**src/rtl/pipe_write_tracker_pkg.sv**
```systemverilog
// Shared definitions for the pipeline write tracker.
// Holds the register-specifier constants, the per-stage entry record and its
// all-zero bubble value, and the index of each tracked stage (D/X/M/W).
package pipe_write_tracker_pkg;

    localparam int REG_BITS = 3;
    localparam int NUM_REGS = 8;

    // One in-flight instruction as seen by the hazard logic.
    typedef struct packed {
        logic                valid;
        logic                regwrt;
        logic [REG_BITS-1:0] wrtreg;
        logic                branch;
        logic                halt;
    } stage_entry_t;

    localparam stage_entry_t BUBBLE = '{
        valid:  1'b0,
        regwrt: 1'b0,
        wrtreg: {REG_BITS{1'b0}},
        branch: 1'b0,
        halt:   1'b0
    };

    localparam logic [1:0] STAGE_D = 2'd0;
    localparam logic [1:0] STAGE_X = 2'd1;
    localparam logic [1:0] STAGE_M = 2'd2;
    localparam logic [1:0] STAGE_W = 2'd3;

    // A stage blocks further issue only while it holds a live HALT.
    function automatic logic entry_is_halt(input stage_entry_t entry);
        return entry.valid & entry.halt;
    endfunction

endpackage

```
**src/rtl/pipe_track_stage.sv**
```systemverilog
// Single pipeline-stage entry register of the write tracker.
// Ports:
//   clk, rst     - clock and asynchronous active-low reset
//   clear_s      - load a bubble (takes priority over load_s)
//   load_s       - load entry_in_s
//   entry_in_s   - entry arriving from the previous stage / issue
//   entry_r      - registered entry of this stage
module pipe_track_stage
    import pipe_write_tracker_pkg::*;
(
    input  logic         clk,
    input  logic         rst,
    input  logic         clear_s,
    input  logic         load_s,
    input  stage_entry_t entry_in_s,
    output stage_entry_t entry_r
);

    // Entry register: squash beats advance, otherwise the entry holds.
    always_ff @(posedge clk or negedge rst) begin
        if (!rst) begin
            entry_r <= BUBBLE;
        end else if (clear_s) begin
            entry_r <= BUBBLE;
        end else if (load_s) begin
            entry_r <= entry_in_s;
        end else begin
            entry_r <= entry_r;
        end
    end

endmodule

```
**src/rtl/pipe_write_tracker.sv**
```systemverilog
// Producer of the register-write / branch status bus for the decode-stage
// hazard detector. Tracks each instruction leaving fetch through D/X/M/W in
// lock-step with the pipeline, honouring freeze, flush and HALT.
// Ports:
//   clk, rst                 - clock, asynchronous active-low reset
//   iss_*                    - instruction leaving fetch this cycle
//   freeze                   - whole pipeline held
//   flush                    - control transfer resolved in X
//   regWrt*/wrtReg*/branchInst* (D/X/M/W) - per-stage status, valid-gated
//   busy_mask                - registers with a pending write
//   inflight                 - number of valid entries in D..W
//   halted                   - sticky, HALT has reached W
// The stage record width follows the package REG_BITS; the REG_BITS and
// NUM_REGS parameters must be left at the package values.
module pipe_write_tracker #(
    parameter int REG_BITS    = pipe_write_tracker_pkg::REG_BITS,
    parameter int NUM_REGS    = pipe_write_tracker_pkg::NUM_REGS,
    parameter int BUSY_INCL_W = 0
) (
    input  logic                clk,
    input  logic                rst,
    input  logic                iss_valid,
    input  logic                iss_regwrt,
    input  logic [REG_BITS-1:0] iss_wrtreg,
    input  logic                iss_branch,
    input  logic                iss_halt,
    input  logic                freeze,
    input  logic                flush,
    output logic                regWrtD,
    output logic                regWrtX,
    output logic                regWrtM,
    output logic                regWrtW,
    output logic [REG_BITS-1:0] wrtRegD,
    output logic [REG_BITS-1:0] wrtRegX,
    output logic [REG_BITS-1:0] wrtRegM,
    output logic [REG_BITS-1:0] wrtRegW,
    output logic                branchInstD,
    output logic                branchInstX,
    output logic                branchInstM,
    output logic                branchInstW,
    output logic [NUM_REGS-1:0] busy_mask,
    output logic [2:0]          inflight,
    output logic                halted
);

    import pipe_write_tracker_pkg::*;

    stage_entry_t stage_r    [4];
    stage_entry_t stage_in_s [4];
    logic         load_s     [4];
    logic         clear_s    [4];

    stage_entry_t issue_s;
    logic         flush_eff_s;
    logic         halt_block_s;
    logic         flush_pend_r;
    logic         halted_r;
    logic [NUM_REGS-1:0] busy_s;
    logic [2:0]          inflight_s;

    // One-hot of the destination of an entry that really writes a register.
    function automatic logic [NUM_REGS-1:0] write_onehot(input stage_entry_t entry);
        logic [NUM_REGS-1:0] onehot;
        if (entry.valid & entry.regwrt) begin
            onehot = NUM_REGS'(1) << entry.wrtreg;
        end else begin
            onehot = {NUM_REGS{1'b0}};
        end
        return onehot;
    endfunction

    // A flush seen while frozen is remembered and applied on the first free edge.
    assign flush_eff_s  = (flush | flush_pend_r) & ~freeze;

    // W is deliberately excluded: a HALT in W no longer blocks issue.
    assign halt_block_s = entry_is_halt(stage_r[STAGE_D]) |
                          entry_is_halt(stage_r[STAGE_X]) |
                          entry_is_halt(stage_r[STAGE_M]);

    // Issue entry: bubble when nothing issues or a HALT is still ahead of W.
    always_comb begin
        issue_s = BUBBLE;
        if (iss_valid & ~halt_block_s) begin
            issue_s.valid  = 1'b1;
            issue_s.regwrt = iss_regwrt;
            issue_s.wrtreg = iss_wrtreg;
            issue_s.branch = iss_branch;
            issue_s.halt   = iss_halt;
        end else begin
            issue_s = BUBBLE;
        end
    end

    // Stage advance controls: D and X are squashed on flush, M and W always
    // advance so the resolving instruction survives.
    always_comb begin
        stage_in_s[STAGE_D] = issue_s;
        stage_in_s[STAGE_X] = stage_r[STAGE_D];
        stage_in_s[STAGE_M] = stage_r[STAGE_X];
        stage_in_s[STAGE_W] = stage_r[STAGE_M];
        load_s[STAGE_D]     = ~freeze & ~flush_eff_s;
        load_s[STAGE_X]     = ~freeze & ~flush_eff_s;
        load_s[STAGE_M]     = ~freeze;
        load_s[STAGE_W]     = ~freeze;
        clear_s[STAGE_D]    = flush_eff_s;
        clear_s[STAGE_X]    = flush_eff_s;
        clear_s[STAGE_M]    = 1'b0;
        clear_s[STAGE_W]    = 1'b0;
    end

    for (genvar s = 0; s < 4; s++) begin : g_stage
        pipe_track_stage u_stage (
            .clk        (clk),
            .rst        (rst),
            .clear_s    (clear_s[s]),
            .load_s     (load_s[s]),
            .entry_in_s (stage_in_s[s]),
            .entry_r    (stage_r[s])
        );
    end

    // Pending-flush flag: set while frozen, consumed by the first free edge.
    always_ff @(posedge clk or negedge rst) begin
        if (!rst) begin
            flush_pend_r <= 1'b0;
        end else if (freeze) begin
            flush_pend_r <= flush_pend_r | flush;
        end else begin
            flush_pend_r <= 1'b0;
        end
    end

    // Sticky halted flag, set on the edge after a HALT sits in W.
    always_ff @(posedge clk or negedge rst) begin
        if (!rst) begin
            halted_r <= 1'b0;
        end else if (entry_is_halt(stage_r[STAGE_W])) begin
            halted_r <= 1'b1;
        end else begin
            halted_r <= halted_r;
        end
    end

    // Busy decode: OR of pending writes, so duplicates stay busy until the last leaves.
    always_comb begin
        busy_s = write_onehot(stage_r[STAGE_D]) |
                 write_onehot(stage_r[STAGE_X]) |
                 write_onehot(stage_r[STAGE_M]);
        if (BUSY_INCL_W != 0) begin
            busy_s = busy_s | write_onehot(stage_r[STAGE_W]);
        end else begin
            busy_s = busy_s;
        end
    end

    // Popcount of valid entries across D..W.
    always_comb begin
        inflight_s = {2'b00, stage_r[STAGE_D].valid} +
                     {2'b00, stage_r[STAGE_X].valid} +
                     {2'b00, stage_r[STAGE_M].valid} +
                     {2'b00, stage_r[STAGE_W].valid};
    end

    assign regWrtD     = stage_r[STAGE_D].valid & stage_r[STAGE_D].regwrt;
    assign regWrtX     = stage_r[STAGE_X].valid & stage_r[STAGE_X].regwrt;
    assign regWrtM     = stage_r[STAGE_M].valid & stage_r[STAGE_M].regwrt;
    assign regWrtW     = stage_r[STAGE_W].valid & stage_r[STAGE_W].regwrt;
    assign wrtRegD     = stage_r[STAGE_D].wrtreg;
    assign wrtRegX     = stage_r[STAGE_X].wrtreg;
    assign wrtRegM     = stage_r[STAGE_M].wrtreg;
    assign wrtRegW     = stage_r[STAGE_W].wrtreg;
    assign branchInstD = stage_r[STAGE_D].valid & stage_r[STAGE_D].branch;
    assign branchInstX = stage_r[STAGE_X].valid & stage_r[STAGE_X].branch;
    assign branchInstM = stage_r[STAGE_M].valid & stage_r[STAGE_M].branch;
    assign branchInstW = stage_r[STAGE_W].valid & stage_r[STAGE_W].branch;
    assign busy_mask   = busy_s;
    assign inflight    = inflight_s;
    assign halted      = halted_r;

endmodule
```
**config.mk**
```make
export PLATFORM = sky130hd
export DESIGN_NAME = pipe_write_tracker
export DESIGN_NICKNAME = d
export VERILOG_FILES = /design/src/rtl/pipe_write_tracker_pkg.sv /design/src/rtl/pipe_track_stage.sv /design/src/rtl/pipe_write_tracker.sv
export SDC_FILE = /design/constraint.sdc
export NUM_CORES = 1
export LEC_CHECK = 0
export ABC_CLOCK_PERIOD_IN_PS = 1900
export CAP_MARGIN = 15
export CORE_MARGIN = 8
export CORE_UTILIZATION = 45
export CTS_CLUSTER_DIAMETER = 100
export DETAILED_ROUTE_END_ITERATION = 10
export PLACE_DENSITY = 0.78
export SKIP_LAST_GASP = 1
export SLEW_MARGIN = 20
export SYNTH_ARGS = -nofsm -noshare
export SYNTH_HDL_FRONTEND = slang
export SYNTH_HIERARCHICAL = 1
export SYNTH_SLANG_ARGS = --single-unit
```
**constraint.sdc**
```tcl
create_clock -name clk -period 1.9 [get_ports clk]
set_input_delay 0.285 -clock clk [delete_from_list [all_inputs] [get_ports clk]]
set_output_delay 0.285 -clock clk [all_outputs]
set_load 0.02 [all_outputs]
```
==> summary.txt <==
Critical path
  – Crit-path slowest cell: fa_1
  – Cells along the critical path: inv_2 > fa_1 > inv_2 > ha_4 > ha_4 > buf_6
  – Worst path max stage delay: 0.55 ns
  – Worst Setup Path Type: reg2out
  – CP Launch Type: register
  – Critical path required time: 1.62 ns
  – CP arrival: 1.83 ns
  – Nature of the critical path endpoint: primary output
  – Worst-path fanout max: 2

CTS
  – CTS Sinks: 30
  – Worst-Skew Late Latency: 0.33 ns
  – CTS Buf Count: 5
  – CTS tree: done
  – Max clock buf depth: 2
  – Htree depth: 2
  – Clock transition at the registers of the reported paths: 0.11 ns
  – Clk root buf: clkbuf_4

Placed design
  – Final HPWL DP: 3070 um
  – Placed Cells: 275
  – Placer congestion estimate: 0.863
  – Port Buffer Count: 42

Synth
  – Yosys reg bits: 30
  – Synth warn: 6
  – Yosys top cell area share: 46.4%
  – Synth Instances: 162
  – Ys flop type: dfrtp_1
  – Count of different cell masters after synthesis: 25
  – Post-synth top area cell: dfrtp_1
  – Synth async-reset ratio: 100%
  – Synthesized area: 1620 um^2
  – Register area share after synthesis: 46.4%
  – Synth top area cells: dfrtp_1 46%, mux2i_1 17%, nor2_1 7.7%
  – Synth top cells by count: 33 x nor2_1, 30 x dfrtp_1, 28 x mux2i_1
  – Number of enable flip-flop cells after synthesis: 0
  – Post-Syn Area per Cell: 9.98 um^2
  – Count leader, synth: nor2_1

Layout
  – Final cell count without fillers: 283
  – Fin nets: 250
  – Fillers: 255
  – N_diodes: 0
  – P&R area growth vs syn: 44.7%
  – Layout cell share with drive strength beyond 1: 23.2%

Detailed routing
  – Post-Route WL: 4150 um
  – Pre-antenna DRT Iters: 4
  – Via count: 1407
  – DR vias/cell: 4.97
  – Met3 wire len: 257 um
  – Starting DRC count in detailed routing: 81
  – # DRC: 0
  – Highest routed metal layer: met4
  – Routed len/inst: 14.7 um
  – Remaining antenna violation count: 0
  – Wl on met1: 1740 um
  – Met2 Wirelength: 2070 um

Die
  – Die height: 75.9 um
  – Boundary pin count: 43
  – Core box area: 3390 um^2
  – Core Rows: 21
  – Die extent in x: 75.9 um
  – Starting Density: 47.7%
  – Die area: 5770 um^2

Global route
  – First-pass GRT wire length: 7010 um
  – GRT Total Usage: 14.6%
  – Initial antenna violation count: 0
  – Largest net degree at the start of global routing: 31
  – Vias in the first global route: 1473
  – Remaining Overflow, GRT: 0

STA
  – Final period util: 111%
  – Final WS setup: -0.213 ns
  – FMAX: 473 MHz
  – Fin crit period: 2.11 ns
  – Fin Hold WS: 0.338 ns
  – RSZ-0062 raised after global routing: yes
  – Worst Skew: 0.0149 ns
  – Count of pins over their slew limit: 0
  – Final setup fails: 3
  – Final hold vios: 0

Power
  – Design Power: 1.24 mW
  – PwrDens: 530 nW/um^2
  – Sequential share of power: 54.0%
  – P_leak: 1.17 nW
  – Sw Share: 26.1%
  – Worst vdd ir: 0.000361 V
  – Logic pwr share: 13.9%
  – Psw: 0.324 mW
  – Clock share of power: 32.1%
  – Int Pwr: 0.916 mW

Status
  – Failing checks: setup timing
  – Status: finished with violations

Min path
  – Hold crit path type: in2async

Flow run
  – Max cap viols: 0
worst paths after layout:
| check | startpoint | end | slack, ns | cells past startpoint |
|---|---|---|---|---|
| max in group asynchronous | rst | g_stage[1].u_stage/entry_r[6] | 1.24 | 2 |
| worst max register to register | g_stage[1].u_stage/entry_r[6] | g_stage[0].u_stage/entry_r[0] | 0.41 | 6 |
| worst max-delay path | g_stage[0].u_stage/entry_r[6] | inflight[1] | -0.21 | 6 |
| min in group clk | halted | halted | 0.47 | 1 |
| worst min-delay path | rst | g_stage[0].u_stage/entry_r[4] | 0.34 | 2 |
| worst min register to register | halted | halted | 0.47 | 1 |
cells in the final DEF (no fill, tap or decap), drive strengths merged, types with 2 or more instances in the layout:
cell	n
a22oi	5
a32oi	2
and2	14
and3	3
and3b	2
buf	26
clkbuf	9
clkdlybuf4s50	28
conb	14
dfrtp	30
dlymetal6s2s	2
ha	2
inv	7
mux2i	28
nand2	9
nand3	7
nor2	33
nor2b	4
o31ai	2
or4	2
routing by layer:
metal	GRT usage (%)	vias up
li1	-	690
met1	16.0	659
met2	24.9	49
met3	5.07	9
met4	5.88	0
met5	0	-
cell type report:
type,count,area [um^2],area share [%]
Multi-Input combinational cell,133,893,38.2
Sequential cell,30,758,32.4
Timing Repair Buffer,59,543,23.2
Tap cell,46,57.6,2.46
Clock buffer,7,55.1,2.35
Inverter,7,26.3,1.12
Clock inverter,1,5.00,0.214
sequential cells by signal, summed over array words and instances (netlist names):
signal                   flops
g_stage.u_stage/entry_r     28
flush_pend_r                 1
halted                       1
per-stage QoR:
stage	setup TNS, ns	utilization, %	setup WS, ns	instance area [um^2]
global route	-0.735	69.0	-0.291	2340
global placement	-0.958	66.0	-0.375	2240
finish	-0.402	69.0	-0.213	2340
detailed placement	-1.07	66.0	-0.392	2240
floorplan	0	-	0.0633	1670
CTS	-0.539	68.2	-0.234	2310
kinds of logic (layout without fill, tap and decap cells):
logic type / count (synthesis) / after routing / synth area share, %
AND/OR/NAND/NOR: 77 / 77 / 23.2
flip-flops: 30 / 30 / 46.4
multiplexers: 28 / 28 / 17.3
buffers and inverters: 12 / 74 / 4.72
AO/OA/AOI/OAI: 11 / 11 / 5.26
adder cells (fa/ha/maj): 3 / 3 / 2.79
other: 1 / 14 / 0.232
what timing repair did:
item                                   in CTS  in global routing
pin swaps                                   4                  3
gates resized for setup                    55                 22
buffers inserted                            0                  0
hold buffers                                0                  0
endpoints found under the hold margin       0                  0
setup endpoints to repair                  12                 14
power by group through the flow:
stage          Clock (mW)  Sequential [mW]  Combinational, mW
6_report            0.398            0.670              0.172
5_1_grt             0.447            0.673              0.190
4_1_cts             0.412            0.669              0.170
3_5_place_dp            0            0.681              0.167
3_3_place_gp            0            0.680              0.162
2_1_floorplan           0            0.687             0.0810
worst max-delay path, delay by kind of cell, from the launching register on:
kind       cells  cell delay [ns]
fa+ha+maj      3             0.95
flops          1             0.36
buf+inv        3             0.19
Power figures use the tool's default switching activity.
